`config.mk`:
```
export PLATFORM = sky130hd
export DESIGN_NAME = motor_cmd_sequencer
export DESIGN_NICKNAME = d
export VERILOG_FILES = /design/src/rtl/motor_cmd_sequencer.sv
export SDC_FILE = /design/constraint.sdc
export NUM_CORES = 1
export LEC_CHECK = 0
export ABC_AREA = 1
export ABC_CLOCK_PERIOD_IN_PS = 2800
export CORE_ASPECT_RATIO = 0.6
export CORE_UTILIZATION = 45
export DETAILED_ROUTE_END_ITERATION = 12
export PLACE_DENSITY = 0.61
export SLEW_MARGIN = 30
export SYNTH_ARGS = -nofsm -noshare
export SYNTH_HDL_FRONTEND = slang
export SYNTH_SLANG_ARGS = --single-unit
```
`constraint.sdc`:
```
create_clock -name CLK -period 2.8 [get_ports CLK]
set_clock_uncertainty 0.15 [all_clocks]
set_input_delay 0.42 -clock CLK [delete_from_list [all_inputs] [get_ports CLK]]
set_output_delay 0.42 -clock CLK [all_outputs]
set_load 0.02 [all_outputs]
```
`src/rtl/motor_cmd_sequencer.sv`:
```
// motor_cmd_sequencer
//   Sits between the UART receiver and the H-bridge PWM stage. It decodes command bytes into
//   per-motor enable/direction. Before any direction reversal it forces both enables off for
//   DEAD_CYC cycles, so a bridge never changes direction while it is being driven.
//
// Optional feature: define MOTOR_WDT_EN to build the watchdog. The watchdog stops both motors
//   when RUN sees no move command for WDT_CYC cycles. Without the macro, wdt_trip is tied to 0.
//
// Ports
//   CLK       in   system clock, rising edge
//   RST       in   asynchronous active-high reset
//   rx_data   in   [7:0] received command byte
//   rx_valid  in   one-cycle strobe qualifying rx_data
//   EN1/EN2   out  motor 1/2 PWM enable (registered)
//   DIR1/DIR2 out  motor 1/2 direction, 1 = forward (registered)
//   busy      out  high while in DEAD or ARM
//   wdt_trip  out  one-cycle pulse when the watchdog stops the motors
//   state     out  [1:0] 0 IDLE, 1 RUN, 2 DEAD, 3 ARM
module motor_cmd_sequencer #(
    parameter int unsigned DEAD_CYC = 5000,
    parameter int unsigned WDT_CYC  = 25000000
) (
    input  logic       CLK,
    input  logic       RST,
    input  logic [7:0] rx_data,
    input  logic       rx_valid,
    output logic       EN1,
    output logic       EN2,
    output logic       DIR1,
    output logic       DIR2,
    output logic       busy,
    output logic       wdt_trip,
    output logic [1:0] state
);

    typedef enum logic [1:0] {
        StIdle = 2'd0,
        StRun  = 2'd1,
        StDead = 2'd2,
        StArm  = 2'd3
    } state_e;

    localparam logic [24:0] DEAD_LAST = 25'(DEAD_CYC - 1);
    localparam logic [24:0] CNT_MAX   = '1;

    state_e      st_q, st_d;
    logic [1:0]  en_q, en_d;       // {EN1, EN2}
    logic [1:0]  dir_q, dir_d;     // {DIR1, DIR2}
    logic [1:0]  tgt_en_q, tgt_en_d;
    logic [1:0]  tgt_dir_q, tgt_dir_d;
    logic [24:0] dead_cnt_q, dead_cnt_d;

    // A command that lands on the DEAD expiry cycle is held one cycle and replayed in ARM.
    logic        def_move_q, def_move_d;
    logic        def_stop_q, def_stop_d;
    logic [1:0]  def_en_q, def_en_d;
    logic [1:0]  def_dir_q, def_dir_d;

    logic        rx_move, rx_stop;
    logic [1:0]  rx_en, rx_dir;
    logic        act_move, act_stop;
    logic [1:0]  act_en, act_dir;
    logic        wdt_expire;

    // Command decode
    always_comb begin
        rx_move = 1'b0;
        rx_stop = 1'b0;
        rx_en   = 2'b00;
        rx_dir  = 2'b11;
        if (rx_valid) begin
            case (rx_data)
                8'h66: begin rx_move = 1'b1; rx_en = 2'b11; rx_dir = 2'b11; end
                8'h62: begin rx_move = 1'b1; rx_en = 2'b11; rx_dir = 2'b00; end
                8'h72: begin rx_move = 1'b1; rx_en = 2'b10; rx_dir = 2'b11; end
                8'h6C: begin rx_move = 1'b1; rx_en = 2'b01; rx_dir = 2'b11; end
                8'h73: rx_stop = 1'b1;
                default: ;
            endcase
        end
    end

    // A live command takes priority over a deferred one (the deferred one only exists in ARM).
    always_comb begin
        if (rx_move || rx_stop) begin
            act_move = rx_move;
            act_stop = rx_stop;
            act_en   = rx_en;
            act_dir  = rx_dir;
        end else begin
            act_move = def_move_q;
            act_stop = def_stop_q;
            act_en   = def_en_q;
            act_dir  = def_dir_q;
        end
    end

    // Next-state logic
    always_comb begin
        st_d       = st_q;
        en_d       = en_q;
        dir_d      = dir_q;
        tgt_en_d   = tgt_en_q;
        tgt_dir_d  = tgt_dir_q;
        dead_cnt_d = dead_cnt_q;
        def_move_d = 1'b0;
        def_stop_d = 1'b0;
        def_en_d   = 2'b00;
        def_dir_d  = 2'b11;

        unique case (st_q)
            StIdle: begin
                if (act_move) begin
                    tgt_en_d  = act_en;
                    tgt_dir_d = act_dir;
                    if (act_dir == dir_q) begin
                        st_d = StRun;
                        en_d = act_en;
                    end else begin
                        st_d       = StDead;
                        dead_cnt_d = '0;
                    end
                end
            end
            StRun: begin
                if (act_move) begin
                    tgt_en_d  = act_en;
                    tgt_dir_d = act_dir;
                    if (act_dir == dir_q) begin
                        en_d = act_en;
                    end else begin
                        en_d       = 2'b00;
                        st_d       = StDead;
                        dead_cnt_d = '0;
                    end
                end else if (act_stop) begin
                    en_d = 2'b00;
                    st_d = StIdle;
                end else if (wdt_expire) begin
                    en_d = 2'b00;
                    st_d = StIdle;
                end
            end
            StDead: begin
                if (dead_cnt_q >= DEAD_LAST) begin
                    st_d       = StArm;
                    dir_d      = tgt_dir_q;
                    def_move_d = act_move;
                    def_stop_d = act_stop;
                    def_en_d   = act_en;
                    def_dir_d  = act_dir;
                end else if (act_stop) begin
                    st_d = StIdle;
                end else if (act_move && (act_dir == dir_q)) begin
                    // Back to the direction still applied: no dead-time needed.
                    tgt_en_d  = act_en;
                    tgt_dir_d = act_dir;
                    st_d      = StRun;
                    en_d      = act_en;
                end else begin
                    if (act_move) begin
                        tgt_en_d  = act_en;
                        tgt_dir_d = act_dir;
                    end
                    if (dead_cnt_q != CNT_MAX) begin
                        dead_cnt_d = dead_cnt_q + 25'd1;
                    end
                end
            end
            StArm: begin
                if (act_stop) begin
                    st_d = StIdle;
                end else if (act_move) begin
                    tgt_en_d  = act_en;
                    tgt_dir_d = act_dir;
                    if (act_dir == dir_q) begin
                        st_d = StRun;
                        en_d = act_en;
                    end else begin
                        st_d       = StDead;
                        dead_cnt_d = '0;
                    end
                end else begin
                    st_d = StRun;
                    en_d = tgt_en_q;
                end
            end
            default: st_d = StIdle;
        endcase
    end

`ifdef MOTOR_WDT_EN
    localparam logic [24:0] WDT_LAST = 25'(WDT_CYC - 1);

    logic [24:0] wdt_cnt_q, wdt_cnt_d;
    logic        trip_q, trip_d;

    assign wdt_expire = (st_q == StRun) && (wdt_cnt_q >= WDT_LAST);

    // Counts only while staying in RUN without a move; any move or entry into RUN clears it.
    always_comb begin
        wdt_cnt_d = '0;
        if ((st_q == StRun) && (st_d == StRun) && !act_move && (wdt_cnt_q != CNT_MAX)) begin
            wdt_cnt_d = wdt_cnt_q + 25'd1;
        end
        trip_d = wdt_expire && !act_move && !act_stop;
    end

    always_ff @(posedge CLK or posedge RST) begin
        if (RST) begin
            wdt_cnt_q <= '0;
            trip_q    <= 1'b0;
        end else begin
            wdt_cnt_q <= wdt_cnt_d;
            trip_q    <= trip_d;
        end
    end

    assign wdt_trip = trip_q;
`else
    assign wdt_expire = 1'b0;
    assign wdt_trip   = 1'b0;
`endif

    always_ff @(posedge CLK or posedge RST) begin
        if (RST) begin
            st_q       <= StIdle;
            en_q       <= 2'b00;
            dir_q      <= 2'b11;
            tgt_en_q   <= 2'b00;
            tgt_dir_q  <= 2'b11;
            dead_cnt_q <= '0;
            def_move_q <= 1'b0;
            def_stop_q <= 1'b0;
            def_en_q   <= 2'b00;
            def_dir_q  <= 2'b11;
        end else begin
            st_q       <= st_d;
            en_q       <= en_d;
            dir_q      <= dir_d;
            tgt_en_q   <= tgt_en_d;
            tgt_dir_q  <= tgt_dir_d;
            dead_cnt_q <= dead_cnt_d;
            def_move_q <= def_move_d;
            def_stop_q <= def_stop_d;
            def_en_q   <= def_en_d;
            def_dir_q  <= def_dir_d;
        end
    end

    assign EN1   = en_q[1];
    assign EN2   = en_q[0];
    assign DIR1  = dir_q[1];
    assign DIR2  = dir_q[0];
    assign state = st_q;
    assign busy  = (st_q == StDead) || (st_q == StArm);

endmodule

```
Yosys cells after proc, flatten, opt, wreduce, memory -nomap -nowiden
Index checks and enable logic that the tools add are counted.
- bits of input ports: 11
- register bits: 41
- logic and storage cells: 105
- equality and inequality tests: 20
- $lt $le $gt $ge: 1
- add/subtract/negate cells: 1
- mux-type cells: 61
- reductions and logical operators: 12
- operator list (operator ; count):
    25-bit 2-to-1 mux ; 7
    2-bit 2-to-1 mux ; 38
    25-bit one-hot mux with 3 select lines ; 1
    8-bit by 7-bit equality test with 1-bit output (second input constant) ; 5
    25-bit by 1-bit adder with 25-bit output (second input constant) ; 1
    25-bit by 13-bit greater-or-equal comparator with 1-bit output (second input constant) ; 1
    25-bit != test (second input constant) ; 1
    2-bit one-hot mux with 3 select lines ; 3
    2-bit one-hot mux with 4 select lines ; 2
    2-bit != test (second input constant) ; 7
    1-bit 2-to-1 mux ; 10
    3-bit != test (second input constant) ; 2
    6-bit AND reduction ; 1
    5-bit AND reduction ; 1
    2-bit equality test (second input constant) ; 2
    4-bit != test (second input constant) ; 1
    4-bit AND reduction ; 1
    2-bit OR reduction ; 2
    4-bit OR reduction ; 1
    3-bit AND reduction ; 1
    2-bit by 1-bit equality test with 1-bit output (second input constant) ; 1
    2-bit equality test ; 1
    2-bit zero test ; 1
    1-bit logical OR ; 2
    other kinds (2) ; 2

Logic depth before layout (Yosys ltp)
Gate-level depths: netlist of the first run.
- depth in word-level cells: 12
- mapped depth: 18
- depth with buffers taken out: 18

Worst setup path before layout of the first run
OpenSTA, ideal clock, no wires.
- kind: input -> register
- start point: input port rx_data[7]
- end point: register dead_cnt_q[21]
- setup slack: 0.663 ns
- arrival time: 1.870 ns
- cell stages on the path: 17
- required time: 2.532 ns
- path through: inv_1 > nand3_1 > nor2_1 > nand2_2 > nand3_2 > nand2_2 > nand2_1 > nand2_1 > nand2_1 > inv_2 > nand3_2 > nand2_2 > o21ai_4 > nand2_4 > inv_2 > buf_6 > nor2_2
- word-level cells in the longest chain between the ends: 11
- elaborated cells on any way between the ends: 26
- those cells by class: eq/ne: 9; mux: 13; reduce/logical: 4
- RTL lines (element ; line ; source):
    from (decl) ; 25 ; input logic [7:0] rx_data,
    8-bit by 7-bit equality test with 1-bit output ; 72 ; case (rx_data)
    4-bit OR reduction (no source line) ; n/a ;
    1-bit 2-to-1 mux ; 72 ;
    1-bit 2-to-1 mux ; 71 ; if (rx_valid) begin
    1-bit logical OR ; 85 ; if (rx_move || rx_stop) begin
    2-bit 2-to-1 mux ; 85 ;
    2-bit equality test ; n/a ;
    25-bit 2-to-1 mux (3 in a row) ; n/a ;
    25-bit one-hot mux with 3 select lines ; n/a ;
    to (signal assigned) ; 243 ; dead_cnt_q <= dead_cnt_d;
    to (decl) ; 51 ; logic [24:0] dead_cnt_q, dead_cnt_d;
Several ways; a longest one is shown, not always the timed one. The select of a mux whose other input is x is not followed.
A chain may end at the register's enable or synchronous reset.

Final worst setup path of the first run
- start point: input port rx_data[6]
- end point: register dead_cnt_q[23]
Same word-level chain as after synthesis.

==> results of run 1 <==
## logic make-up after synthesis
group / after synthesis / share of synthesized area
and+or+nand+nor: 227 / 0.4171
adders and majority gates: 1 / 0.004994
xor gates and xnor gates: 8 / 0.02797
buffers and inverters: 59 / 0.09790
AOI/OAI and AO/OA: 16 / 0.03797
DFF: 41 / 0.4126
other: 1 / 0.001497
## per-layer routing
layer  vias up  part of all wire  track usage
met2        59              0.32       0.2435
li1       1169                 -            -
met3         2             0.058      0.04561
met1       984              0.62       0.3865
met5         -                 0            0
met4         0            0.0012      0.03198
## cell usage in the layout, fill, tap and decap left out, types with 2 or more instances in the layout
master	netlist	layout
sky130_fd_sc_hd__clkdlybuf4s50_1	0	17
sky130_fd_sc_hd__dfrtp_1	35	35
sky130_fd_sc_hd__nand2_1	92	92
sky130_fd_sc_hd__inv_1	48	48
sky130_fd_sc_hd__inv_2	4	4
sky130_fd_sc_hd__nand2_2	8	8
sky130_fd_sc_hd__nor2_1	47	47
sky130_fd_sc_hd__nand4_1	15	15
sky130_fd_sc_hd__dfstp_2	6	6
sky130_fd_sc_hd__nand3_1	32	32
sky130_fd_sc_hd__buf_4	2	8
sky130_fd_sc_hd__clkbuf_8	0	5
sky130_fd_sc_hd__a21oi_1	2	2
sky130_fd_sc_hd__o21ai_0	12	12
sky130_fd_sc_hd__nor3_1	8	8
sky130_fd_sc_hd__nand3_2	3	3
sky130_fd_sc_hd__nor4_1	5	5
sky130_fd_sc_hd__nor2_2	11	11
sky130_fd_sc_hd__xor2_1	7	7
sky130_fd_sc_hd__nand3b_1	2	2
## state kept, by name, indices dropped and copies added, names as in the netlist
signal	flops
dead_cnt_q	25
def_dir_q	2
def_en_q	2
def_move_q	1
def_stop_q	1
dir_q	2
en_q	2
state	2
tgt_dir_q	2
tgt_en_q	2
## path summary, 6_finish.rpt
path                                from        endpoint  slack (ns)  cells past startpoint
min in group asynchronous            RST  dead_cnt_q[18]        0.39                      3
max in group asynchronous            RST    def_dir_q[0]        1.74                      3
setup / recovery              rx_data[6]  dead_cnt_q[23]        0.33                     16
setup reg to reg           dead_cnt_q[0]   dead_cnt_q[5]        0.46                     15
hold reg to reg             tgt_dir_q[0]        dir_q[0]        0.32                      2
hold / removal              tgt_dir_q[0]        dir_q[0]        0.32                      2
## area by class of cell
cell class	count	share of cell area
Multi-Input combinational cell	253	0.4285
Sequential cell	41	0.3612
Timing Repair Buffer	25	0.08045
Inverter	52	0.06821
Tap cell	66	0.02886
Clock buffer	5	0.02405
Clock inverter	3	0.008745
## power breakdown
group          switching [mW]  internal (mW)
combinational           0.193          0.117
sequential             0.0510          0.677
clock                   0.231          0.180
total                   0.475          0.974
## worst register-to-register path, cell delays in order, from the launching register on
cell and delay, ns:
sky130_fd_sc_hd__dfrtp_1 0.43, sky130_fd_sc_hd__ha_1 0.21, sky130_fd_sc_hd__nand2_1 0.06, sky130_fd_sc_hd__inv_1 0.07, sky130_fd_sc_hd__nand2_1 0.10, sky130_fd_sc_hd__inv_1 0.10
sky130_fd_sc_hd__nand2_1 0.08, sky130_fd_sc_hd__nor2_1 0.16, sky130_fd_sc_hd__inv_2 0.05, sky130_fd_sc_hd__nor2_1 0.10, sky130_fd_sc_hd__nand4_1 0.10, sky130_fd_sc_hd__nor3_2 0.20
sky130_fd_sc_hd__o21ai_4 0.10, sky130_fd_sc_hd__buf_4 0.19, sky130_fd_sc_hd__nand3_1 0.09, sky130_fd_sc_hd__nand2_1 0.06
==> flow_metrics.env, run 1 <==
export IMPL_max_clock_freq_mhz=405.7
export IMPL_final_util=0.5498
export IMPL_tns_ns=0
export IMPL_clockBufferDepth=2
export IMPL_cts_buffers_inserted=5
export IMPL_clock_sinks=41
export IMPL_path_delay_family="simple AND/OR/NAND/NOR gates"
export IMPL_post_synth_inst_count=353
export IMPL_area_taken_by_multi_input_logic_gates_um2=1226
export IMPL_synth_top_cell_area_share=0.3497
export IMPL_timing_final_crit_share=0.8804
export IMPL_clockRootBuffer="sky130_fd_sc_hd__clkbuf_8"
export IMPL_synth_top_cells_by_count="92 x sky130_fd_sc_hd__nand2_1, 48 x sky130_fd_sc_hd__inv_1, 47 x sky130_fd_sc_hd__nor2_1"
export IMPL_fillers=515
export IMPL_post_route_min_period_ns=2.465
export IMPL_synth_top_cells_by_area="sky130_fd_sc_hd__dfrtp_1 35%, sky130_fd_sc_hd__nand2_1 14%, sky130_fd_sc_hd__inv_1 7.2%"
export IMPL_final_cell_area_um2=2861
export IMPL_synth_edf_count=0
export IMPL_floorplan_die_height_um=59.79
export IMPL_worstSetupPathType="input pin to flip-flop"
export IMPL_hold_ws_ns=0.3230
export IMPL_slew_viol_final=0
export IMPL_numPlacedInstances=437
export IMPL_run_status="completed"
export IMPL_io_pins=19
export IMPL_avg_inst_size_synth_um2=7.096
export IMPL_grt_first_pass_wirelength_um=9722
export IMPL_crit_buf_inv=3
export IMPL_tritoncts_clock_tree="done"
export IMPL_detail_route_wirelength_um=5707
export IMPL_fin_ws_ns=0.3348
export IMPL_cellLeakagePower_nw=1.403
export IMPL_setup_viol_count_final=0
export IMPL_fp_dieW_um=98.32
export IMPL_critPathRequiredTime_ns=2.84
export IMPL_num_nets_final=390
export IMPL_cts_hold_buf=0
export IMPL_cts_resized=0
export IMPL_areaGrowthSynthToFinish_pct=14.24
export IMPL_worst_skew_pair_late_latency_ns=0.30
export IMPL_cts_repair_timing_setup_buffer_count=0
export IMPL_count_of_routing_violations_after_the_opening_detailed_route_iteration=180
export IMPL_initial_utilization=0.4812
export IMPL_synth_seq_area_share=0.4126
export IMPL_post_layout_total_power_mw=1.449
export IMPL_placement_io_buffers=17
export IMPL_place_congestion=0.8302
export IMPL_synth_fp_nets=365
export IMPL_routedWlPerCell_um=12.82
export IMPL_slew_headroom=0.6546
export IMPL_pin_count_of_the_biggest_net_entering_global_routing=42
export IMPL_diodes=0
export IMPL_core_area_um2=5205
export IMPL_groute_usage_overall=0.2168
export IMPL_cts_clk_slew_worst_paths_ns=0.09
export IMPL_pre_cts_slack_ns=0.02121
export IMPL_route_detailed_vias_per_inst=4.975
export IMPL_design_die_area_um2=5879
export IMPL_worstMarginPinSlew_ns=0.5181
export IMPL_max_stage_delay_ns=0.47
export IMPL_cp_data_arrival_time_ns=2.50
export IMPL_cell_by_cell_listing_of_the_critical_path="clkdlybuf4s50_1, nand3_1, nor2_1, nand2_2, nand3_2, nand2_2, nand2_1, nand2_1, nand2_1, inv_2, nand3_2, nand2_2, o21ai_4, nand2_4, inv_2, nor2_1"
export IMPL_ir_worst_vdd_mv=0.3933
export IMPL_synthDistinctLibCells=30
export IMPL_maxCapViolCount=0
export IMPL_synth_area_leader_cell="sky130_fd_sc_hd__dfrtp_1"
export IMPL_postSynthRegisterBits=41
export IMPL_route_vias_total=2214
export IMPL_h_tree_depth=2
export IMPL_post_route_cells_drive_above_1_share=0.1398
export IMPL_worstHoldPathType="flip-flop to flip-flop"
export IMPL_yosys_warnings=0
export IMPL_power_density_nw_per_um2=506.3
export IMPL_regArea_um2=1033
export IMPL_most_used_dff_post_synth="sky130_fd_sc_hd__dfrtp_1"
export IMPL_setup_repair_after_global_routing_missed_its_margin="no"
export IMPL_ant_nets=0
export IMPL_dpl_instance_area_um2=2768
export IMPL_instances_no_fill=445
export IMPL_startpoint_type="input pin"
export IMPL_final_hold_violation_count=0
export IMPL_crit_path_end_kind="flip-flop"
export IMPL_synthesis_area_um2=2505
export IMPL_yosysMostFrequentCell="sky130_fd_sc_hd__nand2_1"
export IMPL_drc_errors=0
export IMPL_async_reset_ff_frac=1.000
export IMPL_first_pass_iters=7
export IMPL_grt_remaining_overflow=0
export IMPL_place_hpwl_um=4330
export IMPL_vias_in_the_first_global_route=1899
export IMPL_cp_slowest_cell="sky130_fd_sc_hd__clkdlybuf4s50_1"
export IMPL_placementRows=20
export IMPL_antenna_violations_before_repair=0
export IMPL_path_max_fanout=12
(Power assumes the default switching activity.)
==> run 2: changes to the inputs <==
--- a/config.mk
+++ b/config.mk
@@ -9,6 +9,7 @@
 export ABC_CLOCK_PERIOD_IN_PS = 2800
 export CORE_ASPECT_RATIO = 0.6
 export CORE_UTILIZATION = 45
+export CTS_BUF_LIST = sky130_fd_sc_hd__clkbuf_16
 export DETAILED_ROUTE_END_ITERATION = 12
 export PLACE_DENSITY = 0.61
 export SLEW_MARGIN = 30
==> flow_metrics.env, run 2 (same netlist as run 1, synthesis figures left out) <==
export IMPL_place_hpwl_um=4330
export IMPL_place_congestion=0.8302
export IMPL_final_util=0.5606
export IMPL_tns_ns=0
export IMPL_timing_final_crit_share=0.8857
export IMPL_cts_hold_buf=0
export IMPL_maxCapViolCount=0
export IMPL_design_die_area_um2=5879
export IMPL_route_detailed_vias_per_inst=4.955
export IMPL_power_density_nw_per_um2=556.1
export IMPL_post_route_min_period_ns=2.480
export IMPL_grt_remaining_overflow=0
export IMPL_placement_io_buffers=17
export IMPL_run_status="completed"
export IMPL_layout_cells_most_common="sky130_fd_sc_hd__nand2_1"
export IMPL_drc_errors=0
export IMPL_floorplan_die_height_um=59.79
export IMPL_tritoncts_clock_tree="done"
export IMPL_route_vias_total=2205
export IMPL_vias_in_the_first_global_route=1914
export IMPL_startpoint_type="input pin"
export IMPL_cts_repair_timing_setup_buffer_count=0
export IMPL_ant_nets=0
export IMPL_dpl_instance_area_um2=2768
export IMPL_first_pass_iters=6
export IMPL_fp_dieW_um=98.32
export IMPL_cts_resized=0
export IMPL_clock_sinks=41
export IMPL_setup_viol_count_final=0
export IMPL_critPathRequiredTime_ns=2.81
export IMPL_hold_ws_ns=0.3218
export IMPL_max_clock_freq_mhz=403.2
export IMPL_clockBufferDepth=2
export IMPL_num_nets_final=390
export IMPL_h_tree_depth=2
export IMPL_antenna_violations_before_repair=0
export IMPL_clockRootBuffer="sky130_fd_sc_hd__clkbuf_16"
export IMPL_worstHoldPathType="flip-flop to flip-flop"
export IMPL_placementRows=20
export IMPL_final_cell_area_um2=2918
export IMPL_register_bank_with_the_most_flops="dead_cnt_q"
export IMPL_crit_path_end_kind="flip-flop"
export IMPL_detail_route_wirelength_um=5771
export IMPL_cts_clk_slew_worst_paths_ns=0.06
export IMPL_diodes=0
export IMPL_ir_worst_vdd_mv=0.3422
export IMPL_worstSetupPathType="input pin to flip-flop"
export IMPL_cp_data_arrival_time_ns=2.49
export IMPL_worst_skew_pair_late_latency_ns=0.28
export IMPL_core_area_um2=5205
export IMPL_pin_count_of_the_biggest_net_entering_global_routing=42
export IMPL_worstMarginPinSlew_ns=0.5183
export IMPL_fillers=512
export IMPL_leading_cell_types_in_the_layout_fill_and_taps_excluded="92 x sky130_fd_sc_hd__nand2_1, 48 x sky130_fd_sc_hd__inv_1, 47 x sky130_fd_sc_hd__nor2_1"
export IMPL_slew_viol_final=0
export IMPL_grt_first_pass_wirelength_um=9770
export IMPL_io_pins=19
export IMPL_post_route_cells_drive_above_1_share=0.1398
export IMPL_groute_usage_overall=0.2173
export IMPL_cts_buffers_inserted=5
export IMPL_slew_headroom=0.6545
export IMPL_setup_repair_after_global_routing_missed_its_margin="no"
export IMPL_cellLeakagePower_nw=1.429
export IMPL_final_hold_violation_count=0
export IMPL_areaGrowthSynthToFinish_pct=16.48
export IMPL_initial_utilization=0.4812
export IMPL_routedWlPerCell_um=12.97
export IMPL_largest_register_ffs=25
export IMPL_count_of_routing_violations_after_the_opening_detailed_route_iteration=166
export IMPL_path_max_fanout=12
run 2: cell counts in the layout (fill, tap and decap cells not counted):
No cell type changed its count.
run 2: final cells by class:
type                            instances  area [um2]  share of cell area
Sequential cell                        41        1033              0.3542
Tap cell                               66       82.58             0.02830
Inverter                               52       195.2             0.06690
Timing Repair Buffer                   25       230.2             0.07890
Clock buffer                            5       125.1             0.04288
Multi-Input combinational cell        253        1226              0.4202
Clock inverter                          3       25.02            0.008576
run 2: through the flow:
step	worst slack (ns)	power (mW)	instances
detailed placement	0.02121	1.047	437
floorplan	0.6627	0.9393	353
global placement	0.08152	1.041	437
global route	0.05062	1.709	445
CTS	0.3176	1.634	445
finish	0.3200	1.623	445
run 2: where the power goes:
group          internal (mW)  total [mW]  switching, mW
combinational          0.117       0.309          0.192
clock                  0.335       0.584          0.249
sequential             0.678       0.729         0.0510
run 2: worst max-delay path: stages:
cell and delay (ns):
sky130_fd_sc_hd__clkdlybuf4s50_1 0.47, sky130_fd_sc_hd__nand3_1 0.11, sky130_fd_sc_hd__nor2_1 0.20, sky130_fd_sc_hd__nand2_2 0.15, sky130_fd_sc_hd__nand3_2 0.11, sky130_fd_sc_hd__nand2_2 0.08, sky130_fd_sc_hd__nand2_1 0.08, sky130_fd_sc_hd__nand2_1 0.05
sky130_fd_sc_hd__nand2_1 0.06, sky130_fd_sc_hd__inv_2 0.06, sky130_fd_sc_hd__nand3_2 0.07, sky130_fd_sc_hd__nand2_2 0.07, sky130_fd_sc_hd__o21ai_4 0.17, sky130_fd_sc_hd__nand2_4 0.07, sky130_fd_sc_hd__inv_2 0.24, sky130_fd_sc_hd__nor2_1 0.07
run 2: final timing paths:
check,from,end,slack [ns],cells after the start
worst min register to register,tgt_dir_q[0],dir_q[0],0.32,2
worst max-delay path,rx_data[6],dead_cnt_q[23],0.32,16
min in group asynchronous,RST,dead_cnt_q[15],0.42,3
worst min-delay path,tgt_dir_q[0],dir_q[0],0.32,2
worst max register to register,dead_cnt_q[0],dead_cnt_q[5],0.45,15
max in group asynchronous,RST,def_dir_q[0],1.72,3
run 2: per-layer routing:
layer | share of wire | vias up | track usage
met4 | 0.0012 | 0 | 0.02559
met1 | 0.61 | 996 | 0.3902
met3 | 0.053 | 2 | 0.04211
met5 | 0 | - | 0
met2 | 0.33 | 45 | 0.2465
li1 | - | 1162 | -
